File: config.mk
export PLATFORM = sky130hd
export DESIGN_NAME = seq_detect_ctrl_flat
export DESIGN_NICKNAME = d
export VERILOG_FILES = /design/src/rtl/seq_detect_ctrl_if.sv /design/src/rtl/seq_detect_ctrl.sv /design/src/flat_wrapper.sv
export SDC_FILE = /design/constraint.sdc
export NUM_CORES = 1
export LEC_CHECK = 0
export ABC_AREA = 1
export CAP_MARGIN = 25
export CELL_PAD_IN_SITES_DETAIL_PLACEMENT = 0
export CELL_PAD_IN_SITES_GLOBAL_PLACEMENT = 1
export CORE_UTILIZATION = 25
export DETAILED_ROUTE_END_ITERATION = 8
export GPL_TIMING_DRIVEN = 0
export PLACE_DENSITY_LB_ADDON = 0.1
export REMOVE_ABC_BUFFERS = 1
export SYNTH_ARGS = -nofsm -noshare
export SYNTH_HDL_FRONTEND = slang
export SYNTH_SLANG_ARGS = --single-unit
File: constraint.sdc
create_clock -name clock -period 3.48 [get_ports clock]
set_clock_uncertainty 0.1 [all_clocks]
set_input_delay 0.87 -clock clock [delete_from_list [all_inputs] [get_ports clock]]
set_output_delay 0.87 -clock clock [all_outputs]
set_load 0.02 [all_outputs]
File: src/rtl/seq_detect_ctrl_if.sv
// Word-side valid/ready handshake feeding the serial pattern detector.
// The master offers words; the slave (the detector front end) accepts them.
interface seq_detect_ctrl_if #(
  parameter int DATA_W = 8
);
  logic              in_valid;
  logic [DATA_W-1:0] in_data;
  logic              in_ready;

  modport master (output in_valid, output in_data, input in_ready);
  modport slave  (input in_valid, input in_data, output in_ready);
endinterface

File: src/rtl/seq_detect_ctrl.sv
// Front-end controller for the serial pattern detector.
// Accepts parallel words on a valid/ready handshake, serialises them MSB-first
// one bit per clock, matches a programmable pattern on the bit stream, counts
// matches (saturating) and raises a sticky interrupt at a threshold.
module seq_detect_ctrl #(
  parameter int DATA_W = 8,
  parameter int PAT_W  = 6,
  parameter int CNT_W  = 8
) (
  input  logic             clock,
  input  logic             reset,
  input  logic             start,
  input  logic             stop,
  input  logic [PAT_W-1:0] cfg_pattern,
  input  logic [2:0]       cfg_len,
  input  logic             cfg_overlap,
  input  logic [CNT_W-1:0] cfg_threshold,
  seq_detect_ctrl_if.slave word_if,
  output logic             bit_valid,
  output logic             bit_out,
  output logic             match,
  output logic [CNT_W-1:0] match_count,
  output logic             irq,
  input  logic             irq_clr,
  output logic             busy
);

  localparam int BC_W   = $clog2(DATA_W);
  localparam int SEEN_W = $clog2(PAT_W + 1);

  typedef enum logic [1:0] {IDLE, ARMED, SHIFT} state_t;

  state_t            state;
  logic [DATA_W-1:0] shifter;
  logic [BC_W-1:0]   bit_cnt;
  logic [PAT_W-1:0]  history;
  logic [SEEN_W-1:0] seen;

  // Configuration captured at start; bus-side changes while busy are ignored.
  logic [PAT_W-1:0]  pat_q;
  logic [SEEN_W-1:0] len_q;
  logic              overlap_q;
  logic [CNT_W-1:0]  thresh_q;

  logic              word_accept;
  logic              last_bit;
  logic [SEEN_W-1:0] len_norm;
  logic [PAT_W-1:0]  pat_mask;
  logic [PAT_W-1:0]  hist_next;
  logic [SEEN_W-1:0] seen_inc;
  logic              hit;
  logic [CNT_W-1:0]  count_next;

  // The serial bit is simply the shifter MSB; the shifter is cleared whenever
  // the stream stops, so bit_out reads 0 outside SHIFT.
  assign bit_out = shifter[DATA_W-1];

  // Length normalisation, pattern mask and next-bit match evaluation.
  // NOTE: every always_comb output gets a default first, so no path can leave
  // a signal unassigned and infer a latch.
  always_comb begin
    len_norm = SEEN_W'(PAT_W);
    if (cfg_len != 3'd0 && int'(cfg_len) <= PAT_W) len_norm = SEEN_W'(cfg_len);

    pat_mask = '0;
    for (int i = 0; i < PAT_W; i++) pat_mask[i] = (i < int'(len_q));

    word_accept = word_if.in_valid & word_if.in_ready;
    last_bit    = (bit_cnt == BC_W'(DATA_W - 1));
    hist_next   = {history[PAT_W-2:0], bit_out};
    seen_inc    = (seen == SEEN_W'(PAT_W)) ? seen : seen + 1'b1;
    hit         = (seen_inc >= len_q) && ((hist_next & pat_mask) == (pat_q & pat_mask));
    count_next  = (&match_count) ? match_count : match_count + 1'b1;
  end

  // Control FSM, serialiser, detector history, counter and irq in one process.
  // NOTE: sequential state uses non-blocking assignments only; within one
  // edge the last assignment to a register wins, which is how an irq set
  // overrides a simultaneous irq_clr below.
  always_ff @(posedge clock or negedge reset) begin
    if (!reset) begin
      state            <= IDLE;
      shifter          <= '0;
      bit_cnt          <= '0;
      history          <= '0;
      seen             <= '0;
      pat_q            <= '0;
      len_q            <= '0;
      overlap_q        <= 1'b0;
      thresh_q         <= '0;
      word_if.in_ready <= 1'b0;
      bit_valid        <= 1'b0;
      match            <= 1'b0;
      match_count      <= '0;
      irq              <= 1'b0;
      busy             <= 1'b0;
    end else begin
      match <= 1'b0;
      if (irq_clr) irq <= 1'b0;

      if (stop) begin
        // Abort: partial word dropped, count and irq kept.
        state            <= IDLE;
        shifter          <= '0;
        word_if.in_ready <= 1'b0;
        bit_valid        <= 1'b0;
        busy             <= 1'b0;
      end else if (start) begin
        // (Re)start: latch config, clear detector and statistics.
        pat_q            <= cfg_pattern;
        len_q            <= len_norm;
        overlap_q        <= cfg_overlap;
        thresh_q         <= cfg_threshold;
        history          <= '0;
        seen             <= '0;
        match_count      <= '0;
        irq              <= 1'b0;
        shifter          <= '0;
        bit_cnt          <= '0;
        state            <= ARMED;
        word_if.in_ready <= 1'b1;
        bit_valid        <= 1'b0;
        busy             <= 1'b1;
      end else begin
        case (state)
          ARMED: begin
            if (word_accept) begin
              shifter          <= word_if.in_data;
              bit_cnt          <= '0;
              state            <= SHIFT;
              bit_valid        <= 1'b1;
              word_if.in_ready <= 1'b0;
            end
          end
          SHIFT: begin
            history <= hist_next;
            if (hit) begin
              match       <= 1'b1;
              match_count <= count_next;
              seen        <= overlap_q ? seen_inc : '0;
              if (thresh_q != '0 && count_next == thresh_q) irq <= 1'b1;
            end else begin
              seen <= seen_inc;
            end

            if (last_bit) begin
              if (word_accept) begin
                // Back-to-back word: reload with no bubble.
                shifter          <= word_if.in_data;
                bit_cnt          <= '0;
                word_if.in_ready <= 1'b0;
              end else begin
                shifter   <= shifter << 1;
                state     <= ARMED;
                bit_valid <= 1'b0;
              end
            end else begin
              shifter          <= shifter << 1;
              bit_cnt          <= bit_cnt + 1'b1;
              word_if.in_ready <= (bit_cnt == BC_W'(DATA_W - 2));
            end
          end
          default: ;
        endcase
      end
    end
  end

endmodule

File: src/flat_wrapper.sv
// flat-port wrapper written by rule: the top's interface ports become plain ports
module seq_detect_ctrl_flat 
#(
  parameter int DATA_W = 8,
  parameter int PAT_W  = 6,
  parameter int CNT_W  = 8
)
  (clock, reset, start, stop, cfg_pattern, cfg_len, cfg_overlap, cfg_threshold, bit_valid, bit_out, match, match_count, irq, irq_clr, busy, word_if_in_valid, word_if_in_data, word_if_in_ready);
  seq_detect_ctrl_if #(.DATA_W(DATA_W)) word_if_i ();
  input  logic clock;
  input  logic reset;
  input  logic start;
  input  logic stop;
  input  logic [PAT_W-1:0] cfg_pattern;
  input  logic [2:0] cfg_len;
  input  logic cfg_overlap;
  input  logic [CNT_W-1:0] cfg_threshold;
  output logic bit_valid;
  output logic bit_out;
  output logic match;
  output logic [CNT_W-1:0] match_count;
  output logic irq;
  input  logic irq_clr;
  output logic busy;
  input wire logic [$bits(word_if_i.in_valid)-1:0] word_if_in_valid;
  input wire logic [$bits(word_if_i.in_data)-1:0] word_if_in_data;
  output wire logic [$bits(word_if_i.in_ready)-1:0] word_if_in_ready;
  assign word_if_i.in_valid = word_if_in_valid;
  assign word_if_i.in_data = word_if_in_data;
  assign word_if_in_ready = word_if_i.in_ready;
  seq_detect_ctrl #(.DATA_W(DATA_W), .PAT_W(PAT_W), .CNT_W(CNT_W)) u_core (.clock(clock), .reset(reset), .start(start), .stop(stop), .cfg_pattern(cfg_pattern), .cfg_len(cfg_len), .cfg_overlap(cfg_overlap), .cfg_threshold(cfg_threshold), .word_if(word_if_i), .bit_valid(bit_valid), .bit_out(bit_out), .match(match), .match_count(match_count), .irq(irq), .irq_clr(irq_clr), .busy(busy));
endmodule
==> results of run 1 <==
[cells by family (layout without fill, tap and decap cells)]
logic type / after synthesis / in the layout / synth area share
DFF: 51 / 51 / 0.4410
and+or+nand+nor: 187 / 187 / 0.2858
buffers and inverters: 61 / 108 / 0.08344
adders and majority gates: 11 / 11 / 0.04756
xor gates and xnor gates: 7 / 7 / 0.02119
AOI/OAI and AO/OA: 62 / 62 / 0.1211
[critical path, stage by stage]
cell and delay, ns:
clkdlybuf4s50_1 0.72, inv_2 0.17, nor2_4 0.60, nor2_4 0.13, inv_2 0.22, nand2_1 0.32, nand2_1 0.17, o21ai_2 0.06
[synthesized netlist by cell type]
cell type  instances  area [um2]
nand2_1          122       457.9
dfrtp_1           51        1276
inv_1             49       183.9
o21ai_0           36       180.2
nand3_1           22       110.1
nor2_1            18       67.56
o22ai_1           13       81.33
ha_1              11       137.6
nand4_1            7       43.79
inv_2              5       18.77
clkbuf_1           4       15.01
nand2_2            4       25.02
nand3b_1           4       30.03
nor2_4             4       45.04
o21ai_2            4       35.03
xor2_1             4       35.03
a21oi_1            3       15.01
o21ai_1            3       15.01
xnor2_1            3       26.28
nor2_2             2       12.51
a21oi_2            1       8.760
buf_2              1       5.000
buf_4              1       7.510
buf_6              1       11.26
nand2_4            1       11.26
nand3_2            1       10.01
nor3b_1            1       7.510
o211ai_1           1       7.510
o31ai_1            1       7.510
or2_2              1       6.260
[path summary, 6_finish.rpt]
path / start / slack (ns) / to
worst min-delay path: u_core.pat_q[0]$_DFFE_PN0P_ / 0.39 / u_core.pat_q[0]$_DFFE_PN0P_
worst max register to register: u_core.seen[1]$_DFFE_PN0P_ / 1.04 / u_core.match_count[4]$_DFFE_PN0P_
max in group asynchronous: reset / 2.31 / u_core.shifter[2]$_DFFE_PN0P_
worst max-delay path: start / 0.28 / u_core.match_count[4]$_DFFE_PN0P_
worst min register to register: u_core.pat_q[0]$_DFFE_PN0P_ / 0.39 / u_core.pat_q[0]$_DFFE_PN0P_
min in group asynchronous: reset / 0.42 / u_core.pat_q[4]$_DFFE_PN0P_
[through the flow]
stage	hold WS, ns	total power (W)	instance area, um2	utilization	setup WS, ns
2_1_floorplan	0.3610	0.0009897	2855	-	1.324
3_3_place_gp	0.3780	0.001162	3481	0.3142	-0.4056
3_5_place_dp	0.3823	0.001164	3496	0.3156	-0.1027
4_1_cts	0.3998	0.001672	3637	0.3283	0.1904
5_1_grt	0.4287	0.001766	3637	0.3283	0.006663
6_report	0.3937	0.001637	3637	0.3283	0.2830
[layer usage]
layer,vias up,global-route usage,wire (um)
li1,1307,-,-
met4,0,0.04857,99
met2,47,0.2152,3337
met3,7,0.02786,264
met1,1162,0.1813,3707
met5,-,0,0
[registers in the layout, summed over array words and instances, names as in the netlist]
| name | flops |
|---|---|
| u_core.bit_cnt | 3 |
| u_core.state | 2 |
| u_core.seen | 3 |
| u_core.word_if.in_ready | 1 |
| u_core.overlap_q | 1 |
| u_core.match_count | 8 |
| u_core.pat_q | 6 |
| u_core.shifter | 8 |
| u_core.irq | 1 |
| u_core.thresh_q | 8 |
| u_core.history | 5 |
| u_core.match | 1 |
| u_core.busy | 1 |
| u_core.len_q | 3 |
[final cells by class]
class                           count  area [um2]  area share
Multi-Input combinational cell    267        1376      0.3784
Sequential cell                    51        1276      0.3509
Timing Repair Buffer               46       465.4      0.1280
Inverter                           54       202.7     0.05573
Tap cell                          140       175.2     0.04816
Clock buffer                        6       128.9     0.03543
Clock inverter                      2       12.51    0.003440
[power groups by stage]
| stage | clock network (W) | registers (W) | logic, W |
|---|---|---|---|
| finish | 0.000494 | 0.000708 | 0.000436 |
| global route | 0.000542 | 0.000719 | 0.000505 |
| CTS | 0.000517 | 0.000710 | 0.000445 |
| detailed placement | 0 | 0.000720 | 0.000443 |
| global placement | 0 | 0.000720 | 0.000442 |
| floorplan | 0 | 0.000728 | 0.000262 |
==> flow_summary.toml, run 1 <==
[status]
outcome = "finished clean"

[cts]
post_cts_resized = 0
post_cts_buffers = 0
clk_path_buf_depth = 2
cts-root-buf = "clkbuf_16"
cts.sinks = 51
clk_pin_slew_ns = 0.07
htree_levels = 2
cts_inserted_buffers = 5
cts_tree = "done"
cts-hold-fix-buffers = 0
insertion_delay_ns = 0.29

[critical_path]
start_kind = "primary input"
worstPathMaxFanout = 34
path_class = "in -> reg"
cp-end-kind = "flip-flop"
cp.required_ns = 3.55
cp.arrival_ns = 3.27
reg2reg_depth = 13

[synthesis]
synth-seq-cells = 51
synth_cell_type_count = 30
avgSynthCellArea_um2 = 7.636
yosysSeqAreaShare = 0.4410
yosysWarningCount = 0
synth_cells = 379
netlist_area_um2 = 2894

[global_routing]
antenna_found_initial = 0
grt_max_degree = 36
grt_pass1_vias = 2444
grt_util_all_layers = 0.1353
grt_overflow = 0
grt_pass1_wl_um = 12220

[die]
dieArea_um2 = 12010
ios = 46
start_util = 0.2612
die_h_um = 109.6
fp.dieW_um = 109.6
rows = 38
core_area_um2 = 11080

[detailed_routing]
wl_per_cell_um = 13.09
routed_wl_um = 7409
firstDrtPassIters = 5
routed_via_density = 4.458
drc = 0
ant_nets = 0
first_iter_violations = 110
via_count = 2523

[placement]
port_buffers = 45
dp_hpwl_um = 5479
routabilityCongestion = 0.7523
place_inst = 558

[pwr]
p_per_area_nw_per_um2 = 450.2
p_int_w = 0.001097
ir_worst_vdd_mv = 0.1895
pwr-share-comb = 0.266
pwr-share-seq = 0.432
switchingPower_w = 0.0005404
switching_share = 0.3300
p_leak_nw = 1.716
clkPwrFrac = 0.301

[cells_and_area]
layoutNonFillerInstCount = 566
layout_commonest_cell = "nand2_1"
antennaDiodeCount = 0
syn2layout_area_growth_pct = 25.68
final_cell_mix = "nand2_1, dfrtp_1, inv_1"
fillers = 1238
final_nets = 468
layout-drive-gt1-share = 0.07512

[sta]
fin_tns_setup_ns = 0
rsz0062_at_grt = "no"
period_share = 0.9187
setup_viol_count_final = 0
tightest_slew_ns = 0.7433
final_max_slew_viol_count = 0
finalHoldViolCount = 0
slew_headroom = 0.5033
clock.fmax_mhz = 312.8
fin_crit_ns = 3.197

[flow_run]
cap_violations = 0

[min_path]
hp-class = "reg -> reg"
whs_path_depth = 2
No activity file was read; power rests on OpenSTA's default activity.
==> run 2, diff against run 1 <==
DONT_BUFFER_PORTS = 1   (was not set)
HOLD_SLACK_MARGIN = 0.08   (was not set)
clock period = 3 ns   (was 3.48 ns; I/O delays follow)
==> flow_summary.toml, run 2 (same netlist as run 1, synthesis figures left out) <==
[die]
ios = 46
dieArea_um2 = 12010
core_area_um2 = 11080
fp.dieW_um = 109.6
die_h_um = 109.6
rows = 38
start_util = 0.2612

[global_routing]
antenna_found_initial = 0
grt_pass1_wl_um = 11890
met1_usage = 0.1750
met2_usage = 0.2058
grt_overflow = 0
grt_util_all_layers = 0.1325
grt_max_degree = 52
grt_use_met3 = 0.04268
grt_pass1_vias = 2268
grt-busiest-layer = "met2"

[critical_path]
cp-end-kind = "flip-flop"
path_class = "reg -> reg"
start_kind = "flip-flop"
worstPathMaxFanout = 11
cp_common_cell = "nand2_1"
cp_slowest_stage_delay_ns = 0.40
cp_num_buf_inv = 0
cp.arrival_ns = 2.49
path_cells = "ha_1 -> xnor2_1 -> nand2_1 -> ha_1 -> nand3_1 -> nand3_1 -> nand2_1 -> nor2_2 -> nand2_1 -> nand2_1 -> nand2_1 -> nand2_1 -> o21ai_2"
worst_path_max_delay_cell = "dfrtp_1"
cp.required_ns = 3.07
reg2reg_slack_ns = 0.58
crit_family = "simple AND/OR/NAND/NOR gates"

[cells_and_area]
final_util = 0.2890
fillers = 1226
layout_commonest_cell = "nand2_1"
antennaDiodeCount = 0
final_cell_mix = "nand2_1, dfrtp_1, inv_1"
seq_area_um2 = 1276
stdcell_area_um2 = 3202
multi_input_area_um2 = 1376
biggestRegsByFlops = "u_core.match_count (8), u_core.shifter (8), u_core.thresh_q (8)"
final_nets = 423
layout-drive-gt1-share = 0.08158
syn2layout_area_growth_pct = 10.64

[cts]
post_cts_resized = 0
clk_path_buf_depth = 2
htree_levels = 2
cts.sinks = 51
cts_inserted_buffers = 5
cts-root-buf = "clkbuf_16"
insertion_delay_ns = 0.29
cts_tree = "done"
clk_pin_slew_ns = 0.07

[placement]
routabilityCongestion = 0.7550
port_buffers = 0
dpl_cell_area_um2 = 3030
dp_hpwl_um = 5347

[pwr]
ir_worst_vdd_mv = 0.2006
p_int_w = 0.001225
pwr-share-seq = 0.465
p_per_area_nw_per_um2 = 570.1
p_leak_nw = 1.555
switchingPower_w = 0.0006003
switching_share = 0.3289
clkPwrFrac = 0.317
finalPower_w = 0.001825
pwr-share-comb = 0.218

[detailed_routing]
ant_nets = 0
routed_via_density = 4.504
via_count = 2342
drc = 0
wl_per_cell_um = 14.05
firstDrtPassIters = 4
routed_wl_um = 7308
first_iter_violations = 102

[sta]
hold_slack_ns = 0.2185
period_share = 0.8067
fin_crit_ns = 2.420
tightest_slew_ns = 0.7422
slew_headroom = 0.5040
fin_tns_setup_ns = 0
final_max_slew_viol_count = 0
rsz0062_at_grt = "no"
setup_viol_count_final = 0
finalHoldViolCount = 0
clock.fmax_mhz = 413.2

[min_path]
hp-class = "in -> async"

[flow_run]
cap_violations = 0

[status]
outcome = "finished clean"
## run 2: worst paths after layout
kind | startpoint | end | depth (start not counted)
max in group asynchronous | reset | u_core.shifter[7]$_DFFE_PN0P_ | 1
worst max register to register | u_core.seen[1]$_DFFE_PN0P_ | u_core.match_count[4]$_DFFE_PN0P_ | 13
worst min-delay path | reset | u_core.thresh_q[2]$_DFFE_PN0P_ | 1
min in group clock | u_core.pat_q[0]$_DFFE_PN0P_ | u_core.pat_q[0]$_DFFE_PN0P_ | 2
worst min register to register | u_core.pat_q[0]$_DFFE_PN0P_ | u_core.pat_q[0]$_DFFE_PN0P_ | 2
worst max-delay path | u_core.seen[1]$_DFFE_PN0P_ | u_core.match_count[4]$_DFFE_PN0P_ | 13
## run 2: cell type report
type	instances	share of cell area
Clock inverter	1	0.001563
Timing Repair Buffer	1	0.008597
Clock buffer	6	0.04338
Tap cell	140	0.05471
Multi-Input combinational cell	267	0.4299
Inverter	54	0.06331
Sequential cell	51	0.3986
## run 2: power by group through the flow
stage	Sequential (W)	Combinational, W	Clock [W]
final	0.000849	0.000399	0.000578
after global routing	0.000860	0.000469	0.000633
after CTS	0.000850	0.000409	0.000611
after detailed placement	0.000863	0.000387	0
after global placement	0.000865	0.000390	0
after floorplan	0.000844	0.000304	0
## run 2: per-stage QoR
| step | setup slack, ns | std cells |
|---|---|---|
| floorplan | 0.8822 | 372 |
| global placement | 0.3977 | 512 |
| detailed placement | 0.4027 | 512 |
| CTS | 0.5221 | 520 |
| global route | 0.2786 | 520 |
| finish | 0.5799 | 520 |
## run 2: timing repair
| item | in CTS | in global routing |
|---|---|---|
| setup endpoints to repair | 0 | 0 |
| hold buffers | 1 | 0 |
| setup buffers | 0 | 0 |
| endpoints found under the hold margin | 51 | 0 |
## run 2: metal layers
layer	vias up	wire length [um]
met5	-	0
met4	0	82
met3	7	493
met2	47	3243
met1	1069	3488
li1	1219	-
## run 2: worst reg2reg max path: cells and delay by family (launching register included)
kind	cells	cell delay (ns)
XOR/XNOR	1	0.13
AO/OA/AOI/OAI	1	0.06
adder cells (fa/ha/maj)	2	0.52
flip-flops	1	0.40
AND/OR/NAND/NOR	9	1.09
==> run 3, diff against run 2 <==
clock period = 2.2 ns   (was 3 ns; I/O delays follow)
==> flow_summary.toml, run 3 (same netlist as run 1, synthesis figures left out) <==
[cts]
clk_path_buf_depth = 2
insertion_delay_ns = 0.29
cts-root-buf = "clkbuf_16"
htree_levels = 2
cts_inserted_buffers = 5
cts_tree = "done"
clk_pin_slew_ns = 0.07
cts.sinks = 51

[cells_and_area]
biggestRegsByFlops = "u_core.match_count (8), u_core.shifter (8), u_core.thresh_q (8)"
syn2layout_area_growth_pct = 15.18
layout-drive-gt1-share = 0.1227
final_cell_mix = "nand2_1, dfrtp_1, inv_1"
antennaDiodeCount = 0
layoutNonFillerInstCount = 523
layout_commonest_cell = "nand2_1"
final_nets = 426

[placement]
pre_cts_ws_ns = -0.2594
port_buffers = 0
dp_hpwl_um = 5347
place_inst = 512
routabilityCongestion = 0.7550

[detailed_routing]
drc = 0
routed_via_density = 4.554
firstDrtPassIters = 4
via_count = 2382
wl_per_cell_um = 14.28
first_iter_violations = 94
routed_wl_um = 7470
ant_nets = 0

[die]
ios = 46
rows = 38
dieArea_um2 = 12010
fp.dieW_um = 109.6
core_area_um2 = 11080
die_h_um = 109.6
start_util = 0.2612

[critical_path]
start_kind = "flip-flop"
reg2reg_slack_ns = 0.05
worstPathMaxFanout = 9
cp-end-kind = "flip-flop"
cp.arrival_ns = 2.23
cp.required_ns = 2.27
path_class = "reg -> reg"

[sta]
fin_tns_setup_ns = 0
setup_ws_ns = 0.04746
slew_headroom = 0.5078
period_share = 0.9784
final_max_slew_viol_count = 0
setup_viol_count_final = 0
fin_crit_ns = 2.153
rsz0062_at_grt = "yes"
clock.fmax_mhz = 464.6
tightest_slew_ns = 0.7366
hold_slack_ns = 0.2140
finalHoldViolCount = 0

[pwr]
pwr-share-seq = 0.450
clkPwrFrac = 0.306
switchingPower_w = 0.0008725
p_per_area_nw_per_um2 = 773.9
p_int_w = 0.001707
p_leak_nw = 1.583
switching_share = 0.3383
finalPower_w = 0.002580
ir_worst_vdd_mv = 0.2751
pwr-share-comb = 0.244

[flow_run]
cap_violations = 0

[global_routing]
grt_util_all_layers = 0.1327
grt_overflow = 0
grt_pass1_wl_um = 11920
grt_max_degree = 52
grt_pass1_vias = 2279
antenna_found_initial = 0

[status]
outcome = "finished clean"

[min_path]
hp-class = "in -> reg"
-- run 3: what timing repair did --
item,in CTS,in global routing
pin swaps,1,9
buffers inserted,1,0
hold buffers,2,0
hold endpoints to repair,51,0
gates cloned,0,1
setup endpoints to repair,8,12
resized for setup,4,22
-- run 3: stage by stage --
stage | instance area, um2 | util
6_report | 3333 | 0.3009
5_1_grt | 3333 | 0.3009
3_3_place_gp | 3030 | 0.2735
4_1_cts | 3242 | 0.2926
2_1_floorplan | 2855 | -
3_5_place_dp | 3030 | 0.2735
-- run 3: final timing paths --
check	startpoint	to	depth (start not counted)
max in group asynchronous	reset	u_core.shifter[7]$_DFFE_PN0P_	2
worst min register to register	u_core.pat_q[0]$_DFFE_PN0P_	u_core.pat_q[0]$_DFFE_PN0P_	2
min in group asynchronous	reset	u_core.thresh_q[2]$_DFFE_PN0P_	2
worst max register to register	u_core.state[1]$_DFFE_PN0P_	u_core.bit_cnt[1]$_DFFE_PN0P_	8
worst max-delay path	u_core.state[1]$_DFFE_PN0P_	u_core.bit_cnt[1]$_DFFE_PN0P_	8
worst min-delay path	stop	u_core.busy$_DFFE_PN0N_	1
-- run 3: worst max-delay path, cell delays in order (launching register included) --
cell and delay, ns:
dfrtp_1 0.53, ha_1 0.39, inv_1 0.07, nor2_1 0.17, nor2_4 0.08, inv_2 0.32
a21oi_2 0.09, o21ai_0 0.18, o31ai_1 0.10
-- run 3: power by group through the flow --
stage | combinational, W | sequential [W] | clock [W]
floorplan | 0.000414 | 0.00115 | 0
global placement | 0.000531 | 0.00118 | 0
detailed placement | 0.000527 | 0.00118 | 0
CTS | 0.000579 | 0.00116 | 0.000833
global route | 0.000728 | 0.00118 | 0.000863
finish | 0.000630 | 0.00116 | 0.000789
-- run 3: final cells by class --
type / count / area (um2)
clock buffer: 6 / 138.9
clock inverter: 1 / 5.005
fill: 1222 / 7745
inverter: 54 / 202.7
multi-input combinational: 268 / 1486
sequential: 51 / 1276
tap: 140 / 175.2
timing repair buffer: 3 / 48.80
-- run 3: layer usage --
| layer | global-route usage | routed length (um) | part of all wire |
|---|---|---|---|
| met1 | 0.1776 | 3589 | 0.48 |
| met5 | 0 | 0 | 0 |
| met4 | 0.04000 | 82 | 0.011 |
| met2 | 0.2058 | 3331 | 0.45 |
| met3 | 0.03912 | 466 | 0.062 |
